$ cat src/rtl/fb_mem_stage_if.sv
// Firebird data-bus interface: request/grant issue channel plus load-data return.
// The master modport is the MEM stage; the slave modport is the memory side.
interface fb_mem_stage_if #(
    parameter int DW = 32
);
    logic          dbus_req;
    logic          dbus_we;
    logic [DW-1:0] dbus_addr;
    logic [DW-1:0] dbus_wdata;
    logic          dbus_gnt;
    logic          dbus_rvalid;
    logic [DW-1:0] dbus_rdata;

    modport master (
        output dbus_req,
        output dbus_we,
        output dbus_addr,
        output dbus_wdata,
        input  dbus_gnt,
        input  dbus_rvalid,
        input  dbus_rdata
    );

    modport slave (
        input  dbus_req,
        input  dbus_we,
        input  dbus_addr,
        input  dbus_wdata,
        output dbus_gnt,
        output dbus_rvalid,
        output dbus_rdata
    );
endinterface

$ cat src/rtl/fb_mem_stage.sv
// Firebird MEM stage: data-bus load/store sequencer and MEM/WB pipeline register.
// Optional bus watchdog enabled by defining FB_MEM_TIMEOUT_EN.
module fb_mem_stage #(
    parameter int DW             = 32,
    parameter int TIMEOUT_CYCLES = 255,
    parameter int TO_W           = 8
) (
    input  logic                clk,
    input  logic                rst,
    input  logic                mem_mem_read,
    input  logic                mem_mem_write,
    input  logic                mem_mem_to_reg,
    input  logic                mem_reg_write,
    input  logic [DW-1:0]       mem_alu_res,
    input  logic [DW-1:0]       mem_rs2_data,
    input  logic [4:0]          mem_register_rd,
    fb_mem_stage_if.master      dbus,
    output logic                mem_stall,
    output logic                mem_bus_err,
    output logic                wb_mem_to_reg,
    output logic                wb_reg_write,
    output logic [DW-1:0]       wb_alu_res,
    output logic [DW-1:0]       wb_mem_rdata,
    output logic [4:0]          wb_register_rd
);

    generate
        if ((TIMEOUT_CYCLES >> TO_W) != 0) begin : g_to_w_too_small
            $error("fb_mem_stage: TO_W too narrow for TIMEOUT_CYCLES");
        end
    endgenerate

    typedef enum logic [1:0] {
        IDLE = 2'd0,
        REQ  = 2'd1,
        WAIT = 2'd2,
        DONE = 2'd3
    } state_t;

    state_t        state;
    logic          req_q;
    logic          we_q;
    logic [DW-1:0] addr_q;
    logic [DW-1:0] wdata_q;
    logic [DW-1:0] rdata_q;
    logic          access;
    logic          done_now;
    logic          aborted;

    assign access = mem_mem_read | mem_mem_write;

    assign mem_stall = ((state == IDLE) && access) || (state == REQ) || (state == WAIT);

    assign dbus.dbus_req   = req_q;
    assign dbus.dbus_we    = we_q;
    assign dbus.dbus_addr  = addr_q;
    assign dbus.dbus_wdata = wdata_q;

    // A store completes on grant; a load completes when its data returns.
    always_comb begin
        done_now = 1'b0;
        case (state)
            REQ:     done_now = dbus.dbus_gnt && (we_q || dbus.dbus_rvalid);
            WAIT:    done_now = dbus.dbus_rvalid;
            default: done_now = 1'b0;
        endcase
    end

`ifdef FB_MEM_TIMEOUT_EN
    localparam logic [DW-1:0] ABORT_DATA = DW'(32'hDEADBEEF);

    logic [TO_W-1:0] to_cnt;
    logic            abort_q;
    logic            to_hit;

    // Fires on the TIMEOUT_CYCLES-th outstanding cycle; a completion in that cycle wins.
    assign to_hit = ((state == REQ) || (state == WAIT)) && !done_now &&
                    (to_cnt == TO_W'(TIMEOUT_CYCLES - 1));

    always_ff @(posedge clk) begin
        if (rst) begin
            to_cnt  <= '0;
            abort_q <= 1'b0;
        end else begin
            abort_q <= to_hit;
            if (state == IDLE) begin
                to_cnt <= '0;
            end else if ((state == REQ) || (state == WAIT)) begin
                to_cnt <= to_cnt + 1'b1;
            end
        end
    end

    assign aborted = abort_q;
`else
    assign aborted = 1'b0;
`endif

    assign mem_bus_err = aborted;

    // Bus sequencer: latches the access and walks IDLE -> REQ -> [WAIT] -> DONE.
    always_ff @(posedge clk) begin
        if (rst) begin
            state   <= IDLE;
            req_q   <= 1'b0;
            we_q    <= 1'b0;
            addr_q  <= '0;
            wdata_q <= '0;
            rdata_q <= '0;
        end else begin
            case (state)
                IDLE: begin
                    if (access) begin
                        addr_q  <= mem_alu_res;
                        wdata_q <= mem_rs2_data;
                        we_q    <= mem_mem_write & ~mem_mem_read;
                        req_q   <= 1'b1;
                        state   <= REQ;
                    end
                end
                REQ: begin
                    if (done_now) begin
                        req_q <= 1'b0;
                        state <= DONE;
                        if (!we_q) begin
                            rdata_q <= dbus.dbus_rdata;
                        end
                    end
`ifdef FB_MEM_TIMEOUT_EN
                    else if (to_hit) begin
                        req_q <= 1'b0;
                        state <= DONE;
                    end
`endif
                    else if (dbus.dbus_gnt) begin
                        req_q <= 1'b0;
                        state <= WAIT;
                    end
                end
                WAIT: begin
                    if (done_now) begin
                        rdata_q <= dbus.dbus_rdata;
                        state   <= DONE;
                    end
`ifdef FB_MEM_TIMEOUT_EN
                    else if (to_hit) begin
                        state <= DONE;
                    end
`endif
                end
                default: begin
                    state <= IDLE;
                end
            endcase
        end
    end

    // MEM/WB register: bubble while stalled, result on DONE, pass-through otherwise.
    always_ff @(posedge clk) begin
        if (rst) begin
            wb_mem_to_reg  <= 1'b0;
            wb_reg_write   <= 1'b0;
            wb_alu_res     <= '0;
            wb_mem_rdata   <= '0;
            wb_register_rd <= '0;
        end else if (mem_stall) begin
            wb_mem_to_reg <= 1'b0;
            wb_reg_write  <= 1'b0;
        end else if (state == DONE) begin
            wb_mem_to_reg  <= mem_mem_to_reg;
            wb_reg_write   <= mem_reg_write & ~aborted;
            wb_alu_res     <= mem_alu_res;
            wb_register_rd <= mem_register_rd;
`ifdef FB_MEM_TIMEOUT_EN
            if (aborted) begin
                wb_mem_rdata <= ABORT_DATA;
            end else begin
                wb_mem_rdata <= we_q ? '0 : rdata_q;
            end
`else
            wb_mem_rdata <= we_q ? '0 : rdata_q;
`endif
        end else begin
            wb_mem_to_reg  <= mem_mem_to_reg;
            wb_reg_write   <= mem_reg_write;
            wb_alu_res     <= mem_alu_res;
            wb_register_rd <= mem_register_rd;
            wb_mem_rdata   <= '0;
        end
    end

endmodule

$ cat src/flat_wrapper.sv
// flat-port wrapper written by rule: the top's interface ports become plain ports
module fb_mem_stage_flat 
#(
    parameter int DW             = 32,
    parameter int TIMEOUT_CYCLES = 255,
    parameter int TO_W           = 8
)
  (clk, rst, mem_mem_read, mem_mem_write, mem_mem_to_reg, mem_reg_write, mem_alu_res, mem_rs2_data, mem_register_rd, mem_stall, mem_bus_err, wb_mem_to_reg, wb_reg_write, wb_alu_res, wb_mem_rdata, wb_register_rd, dbus_dbus_req, dbus_dbus_we, dbus_dbus_addr, dbus_dbus_wdata, dbus_dbus_gnt, dbus_dbus_rvalid, dbus_dbus_rdata);
  fb_mem_stage_if #(.DW(DW)) dbus_i ();
  input  logic clk;
  input  logic rst;
  input  logic mem_mem_read;
  input  logic mem_mem_write;
  input  logic mem_mem_to_reg;
  input  logic mem_reg_write;
  input  logic [DW-1:0] mem_alu_res;
  input  logic [DW-1:0] mem_rs2_data;
  input  logic [4:0] mem_register_rd;
  output logic mem_stall;
  output logic mem_bus_err;
  output logic wb_mem_to_reg;
  output logic wb_reg_write;
  output logic [DW-1:0] wb_alu_res;
  output logic [DW-1:0] wb_mem_rdata;
  output logic [4:0] wb_register_rd;
  output wire logic [$bits(dbus_i.dbus_req)-1:0] dbus_dbus_req;
  output wire logic [$bits(dbus_i.dbus_we)-1:0] dbus_dbus_we;
  output wire logic [$bits(dbus_i.dbus_addr)-1:0] dbus_dbus_addr;
  output wire logic [$bits(dbus_i.dbus_wdata)-1:0] dbus_dbus_wdata;
  input wire logic [$bits(dbus_i.dbus_gnt)-1:0] dbus_dbus_gnt;
  input wire logic [$bits(dbus_i.dbus_rvalid)-1:0] dbus_dbus_rvalid;
  input wire logic [$bits(dbus_i.dbus_rdata)-1:0] dbus_dbus_rdata;
  assign dbus_dbus_req = dbus_i.dbus_req;
  assign dbus_dbus_we = dbus_i.dbus_we;
  assign dbus_dbus_addr = dbus_i.dbus_addr;
  assign dbus_dbus_wdata = dbus_i.dbus_wdata;
  assign dbus_i.dbus_gnt = dbus_dbus_gnt;
  assign dbus_i.dbus_rvalid = dbus_dbus_rvalid;
  assign dbus_i.dbus_rdata = dbus_dbus_rdata;
  fb_mem_stage #(.DW(DW), .TIMEOUT_CYCLES(TIMEOUT_CYCLES), .TO_W(TO_W)) u_core (.clk(clk), .rst(rst), .mem_mem_read(mem_mem_read), .mem_mem_write(mem_mem_write), .mem_mem_to_reg(mem_mem_to_reg), .mem_reg_write(mem_reg_write), .mem_alu_res(mem_alu_res), .mem_rs2_data(mem_rs2_data), .mem_register_rd(mem_register_rd), .dbus(dbus_i), .mem_stall(mem_stall), .mem_bus_err(mem_bus_err), .wb_mem_to_reg(wb_mem_to_reg), .wb_reg_write(wb_reg_write), .wb_alu_res(wb_alu_res), .wb_mem_rdata(wb_mem_rdata), .wb_register_rd(wb_register_rd));
endmodule
$ cat config.mk
export PLATFORM = sky130hd
export DESIGN_NAME = fb_mem_stage_flat
export DESIGN_NICKNAME = d
export VERILOG_FILES = /design/src/rtl/fb_mem_stage_if.sv /design/src/rtl/fb_mem_stage.sv /design/src/flat_wrapper.sv
export SDC_FILE = /design/constraint.sdc
export NUM_CORES = 1
export LEC_CHECK = 0
export ABC_AREA = 1
export CAP_MARGIN = 25
export CELL_PAD_IN_SITES_DETAIL_PLACEMENT = 1
export CELL_PAD_IN_SITES_GLOBAL_PLACEMENT = 1
export CORE_AREA = 2 2 142 144
export CTS_CLUSTER_DIAMETER = 40
export DETAILED_ROUTE_END_ITERATION = 10
export DIE_AREA = 0 0 144 146
export GPL_ROUTABILITY_DRIVEN = 0
export PLACE_DENSITY = 0.84
export SYNTH_ARGS = -nofsm -noshare
export SYNTH_HDL_FRONTEND = slang
export SYNTH_SLANG_ARGS = --single-unit
$ cat constraint.sdc
create_clock -name clk -period 4.3 [get_ports clk]
set_input_delay 0.86 -clock clk [delete_from_list [all_inputs] [get_ports clk]]
set_output_delay 0.86 -clock clk [all_outputs]
set_load 0.05 [all_outputs]
==> flow_summary.rst <==
.. list-table::
   :header-rows: 1

   * - Metric
     - Value
   * - Maximum number of buffers from clock root to sink
     - 2
   * - Area Overhead vs Synth
     - 50.1%
   * - Top_reg_cell synth
     - sky130_fd_sc_hd__dfxtp_1
   * - Final setup TNS
     - 0 ps
   * - Die span in x
     - 144 um
   * - Type of element capturing the critical path
     - output pin
   * - Worst IR Drop VDD
     - 0.000336 V
   * - Area of combinational cells with multiple inputs
     - 0.00260 mm^2
   * - Clock root buffer
     - sky130_fd_sc_hd__clkbuf_16
   * - Setup Buffers After CTS
     - 0
   * - Share of the clock period used by the worst path
     - 69.3%
   * - Synth Area per Inst
     - 7.80 um^2
   * - Number of violations of the max-capacitance limit
     - 0
   * - Post-layout total power
     - 7.19 mW
   * - Post-detailed-route count of antenna-violating nets
     - 0
   * - TritonCTS Buffers
     - 17
   * - Clock slew at the register clock pins of the worst setup and hold paths
     - 70 ps
   * - Count of unique library cells instantiated by Yosys
     - 19
   * - # clock sinks
     - 171
   * - Count of vias placed by the detailed router
     - 6218
   * - Number of nets in the final layout
     - 1144
   * - Power per Cell Area
     - 752 mW/mm^2
   * - CTS Hold Buffers Added
     - 0
   * - Htree depth
     - 4
   * - Count of flip-flops with a built-in enable after synthesis
     - 0
   * - Vias in the first global route
     - 6254
   * - Fraction of post-synthesis cell area in the top cell type by area
     - 53.8%
   * - Endpoint arrival time on the critical path
     - 2120 ps
   * - Ratio of cells with drive above 1 in the final layout
     - 4.89%
   * - Critical-path cell list
     - clkdlybuf4s50_1 -> nand2_1 -> nand2_2 -> inv_2 -> nand2_2 -> buf_12
   * - Port Buf Inserts
     - 246
   * - Die Y
     - 146 um
   * - Share of power burned in the clock network
     - 21.8%
   * - Total standard cell area after synthesis
     - 0.00637 mm^2
   * - Full die area
     - 0.0210 mm^2
   * - Sum of net half-perimeters after detailed placement
     - 14500 um
   * - Initial antenna violation count
     - 0
   * - Detailed Route Iter0 Violations
     - 253
   * - Gate count after technology mapping
     - 817
   * - Clock latency reported for the late side of the worst-skew pair
     - 430 ps
   * - Worst setup SP type
     - primary input
   * - Num ports
     - 248
   * - Sw power
     - 3.25 mW
   * - Worst-path maximum fanout
     - 22
   * - Area taken by flip-flops and latches
     - 0.00342 mm^2
   * - Final max-slew violation count
     - 0
   * - Cell taking the most area after synthesis
     - sky130_fd_sc_hd__dfxtp_1
   * - Final antenna diode count
     - 0
   * - Proportion of power drawn by combinational gates
     - 47.8%
   * - Number of nets in the synthesized netlist
     - 931
   * - Remaining max-slew budget at the tightest pin
     - 44.5%
   * - DRC viols
     - 0
   * - Maximum clock frequency
     - 0.336 GHz
   * - Pin count of the biggest net entering global routing
     - 81
   * - Final non-filler cell area
     - 0.00956 mm^2
   * - Hold Path End
     - u_core.dbus.dbus_addr[5]$_SDFFE_PP0P_
   * - Total GRT Usage
     - 19.9%
   * - Source of the worst hold timing path
     - u_core.dbus.dbus_addr[5]$_SDFFE_PP0P_
   * - Wire length of the first global-routing pass
     - 32900 um
   * - Most repeated library cell on the critical path
     - sky130_fd_sc_hd__nand2_2
   * - Largest cells by area after synthesis
     - sky130_fd_sc_hd__dfxtp_1 (54%), sky130_fd_sc_hd__nand2_1 (17%), sky130_fd_sc_hd__a21oi_1 (13%)
   * - Via-to-Cell Ratio
     - 4.75
   * - Fill cell count
     - 2319
   * - Sw Share
     - 45.2%
   * - Sequential share of the synthesized area
     - 53.8%
   * - Standard cell with the maximum stage delay on the critical path
     - sky130_fd_sc_hd__clkdlybuf4s50_1
   * - Run status
     - completed
   * - Overall overflow remaining after global route
     - 0
   * - Maximum cell stage delay along the critical path
     - 480 ps
   * - Reported leakage power
     - 3.58 nW
   * - Final Routed Wirelength
     - 21300 um
   * - Count of final hold-check violations
     - 0
   * - Placed cell areas
     - 0.00895 mm^2
   * - Worst Skew
     - 7.95 ps
   * - Final critical path time including I/O delays and setup
     - 2980 ps
   * - RR Startpoint
     - u_core.state[0]$_SDFFE_PP0P_
   * - Endpoint required time on the critical path
     - 3440 ps
   * - Num rows
     - 51
   * - Proportion of synthesized flip-flops having asynchronous set or reset
     - 0%
   * - Warnings, synthesis
     - 0
   * - Average detailed-routed wire length per instance
     - 16.3 um
   * - Flip-flop and latch count after synthesis
     - 171
   * - Hold Path Cell Cnt
     - 2
   * - Core ar.
     - 0.0193 mm^2
   * - Placed insts
     - 1276
   * - Internal power
     - 3.94 mW
   * - Clock tree from TritonCTS
     - done
   * - Flop pwr share
     - 30.4%
   * - Class of the most critical setup path
     - primary input to output pin
   * - Critical R2R Capture
     - u_core.wb_mem_rdata[11]$_SDFFE_PP0N_
   * - Starting density of the core
     - 32.9%
   * - Final setup violation count
     - 0
   * - Setup repair after global routing missed its margin
     - no
   * - Number of cells upsized or downsized after cts
     - 0
   * - Slack of the worst reg-to-reg path
     - 1790 ps
   * - Worst Max-Slew Pin Slew
     - 832 ps
   * - Iteration count of the initial detailed-routing pass
     - 4
   * - Worst r2r path cells
     - 8
   * - Number of non-filler instances in the completed layout
     - 1308
   * - Tightest Hold Check Type
     - flip-flop to flip-flop
## cells by family (layout without fill, tap and decap cells)
logic type | Yosys count | after routing | synth area share (%)
and+or+nand+nor | 399 | 399 | 26.2
DFF | 171 | 171 | 53.8
AOI/OAI and AO/OA | 169 | 169 | 13.5
buffers and inverters | 72 | 298 | 5.54
adders and majority gates | 5 | 5 | 0.982
other | 1 | 1 | 0.0589
## cell usage after synthesis (6+ instances only)
cell                       count
sky130_fd_sc_hd__clkbuf_1     24
sky130_fd_sc_hd__buf_2        18
sky130_fd_sc_hd__nand3b_1     32
sky130_fd_sc_hd__buf_6         6
sky130_fd_sc_hd__nand3_1      35
sky130_fd_sc_hd__a21oi_1     160
sky130_fd_sc_hd__inv_1         9
sky130_fd_sc_hd__dfxtp_1     171
sky130_fd_sc_hd__buf_1         9
sky130_fd_sc_hd__o21ai_0       8
sky130_fd_sc_hd__nand2_1     286
sky130_fd_sc_hd__nor2_1       43
## worst max-delay path by stage
stage | from | cells past startpoint | to
floorplan | mem_mem_read | 5 | mem_stall
global placement | mem_mem_read | 6 | mem_stall
detailed placement | mem_mem_read | 6 | mem_stall
CTS | u_core.state[0]$_SDFFE_PP0P_ | 5 | mem_stall
global route | u_core.state[0]$_SDFFE_PP0P_ | 5 | mem_stall
finish | mem_mem_read | 6 | mem_stall
## power groups by stage
stage               logic (mW)  registers [mW]  clock network, mW
floorplan                 1.63            3.02                  0
global placement          3.41            2.20                  0
detailed placement        3.48            2.22                  0
CTS                       3.49            2.19               1.61
global route              3.74            2.23               1.67
finish                    3.44            2.19               1.56
## critical path, delay by kind of cell
kind | cells | cell delay (ps)
simple gates | 3 | 520
buf+inv | 3 | 720
## routing by layer
layer,up-vias,share of wire [%],GRT usage (%)
met5,-,0,0
met4,0,0.93,4.90
met3,19,7.9,6.32
met2,188,48,34.4
met1,2929,43,23.9
li1,3082,-,-
## layout make-up
type / count / share of cell area [%]
flip-flops and latches: 171 / 35.8
multi-input cells: 574 / 27.2
repair buffers: 255 / 26.7
clock buffers: 19 / 4.74
well taps: 265 / 3.47
clock inverters: 13 / 1.62
inverters: 11 / 0.432
## through the flow
step	utilization (%)	worst slack [ps]	hold WS, ps
floorplan	-	1880	452
global placement	46.2	1310	448
detailed placement	46.3	1300	452
CTS	49.5	1290	463
global route	49.5	1170	480
finish	49.5	1320	459
## cell usage in the layout, fill, tap and decap left out
cell,count
sky130_fd_sc_hd__inv_2,3
sky130_fd_sc_hd__o21ai_0,8
sky130_fd_sc_hd__inv_1,8
sky130_fd_sc_hd__nand2_1,283
sky130_fd_sc_hd__bufinv_16,2
sky130_fd_sc_hd__nand3_1,35
sky130_fd_sc_hd__ha_1,5
sky130_fd_sc_hd__a21oi_1,160
sky130_fd_sc_hd__clkbuf_16,17
sky130_fd_sc_hd__conb_1,1
sky130_fd_sc_hd__clkdlybuf4s50_1,244
sky130_fd_sc_hd__buf_4,8
sky130_fd_sc_hd__a21oi_4,1
sky130_fd_sc_hd__clkinv_4,6
sky130_fd_sc_hd__clkbuf_8,2
sky130_fd_sc_hd__inv_6,4
sky130_fd_sc_hd__nor2_1,43
sky130_fd_sc_hd__dfxtp_1,171
sky130_fd_sc_hd__buf_12,2
sky130_fd_sc_hd__clkinvlp_4,1
sky130_fd_sc_hd__buf_8,1
sky130_fd_sc_hd__nand4_1,2
sky130_fd_sc_hd__nand3b_1,32
sky130_fd_sc_hd__nand2_2,4
Power figures use the tool's default switching activity.
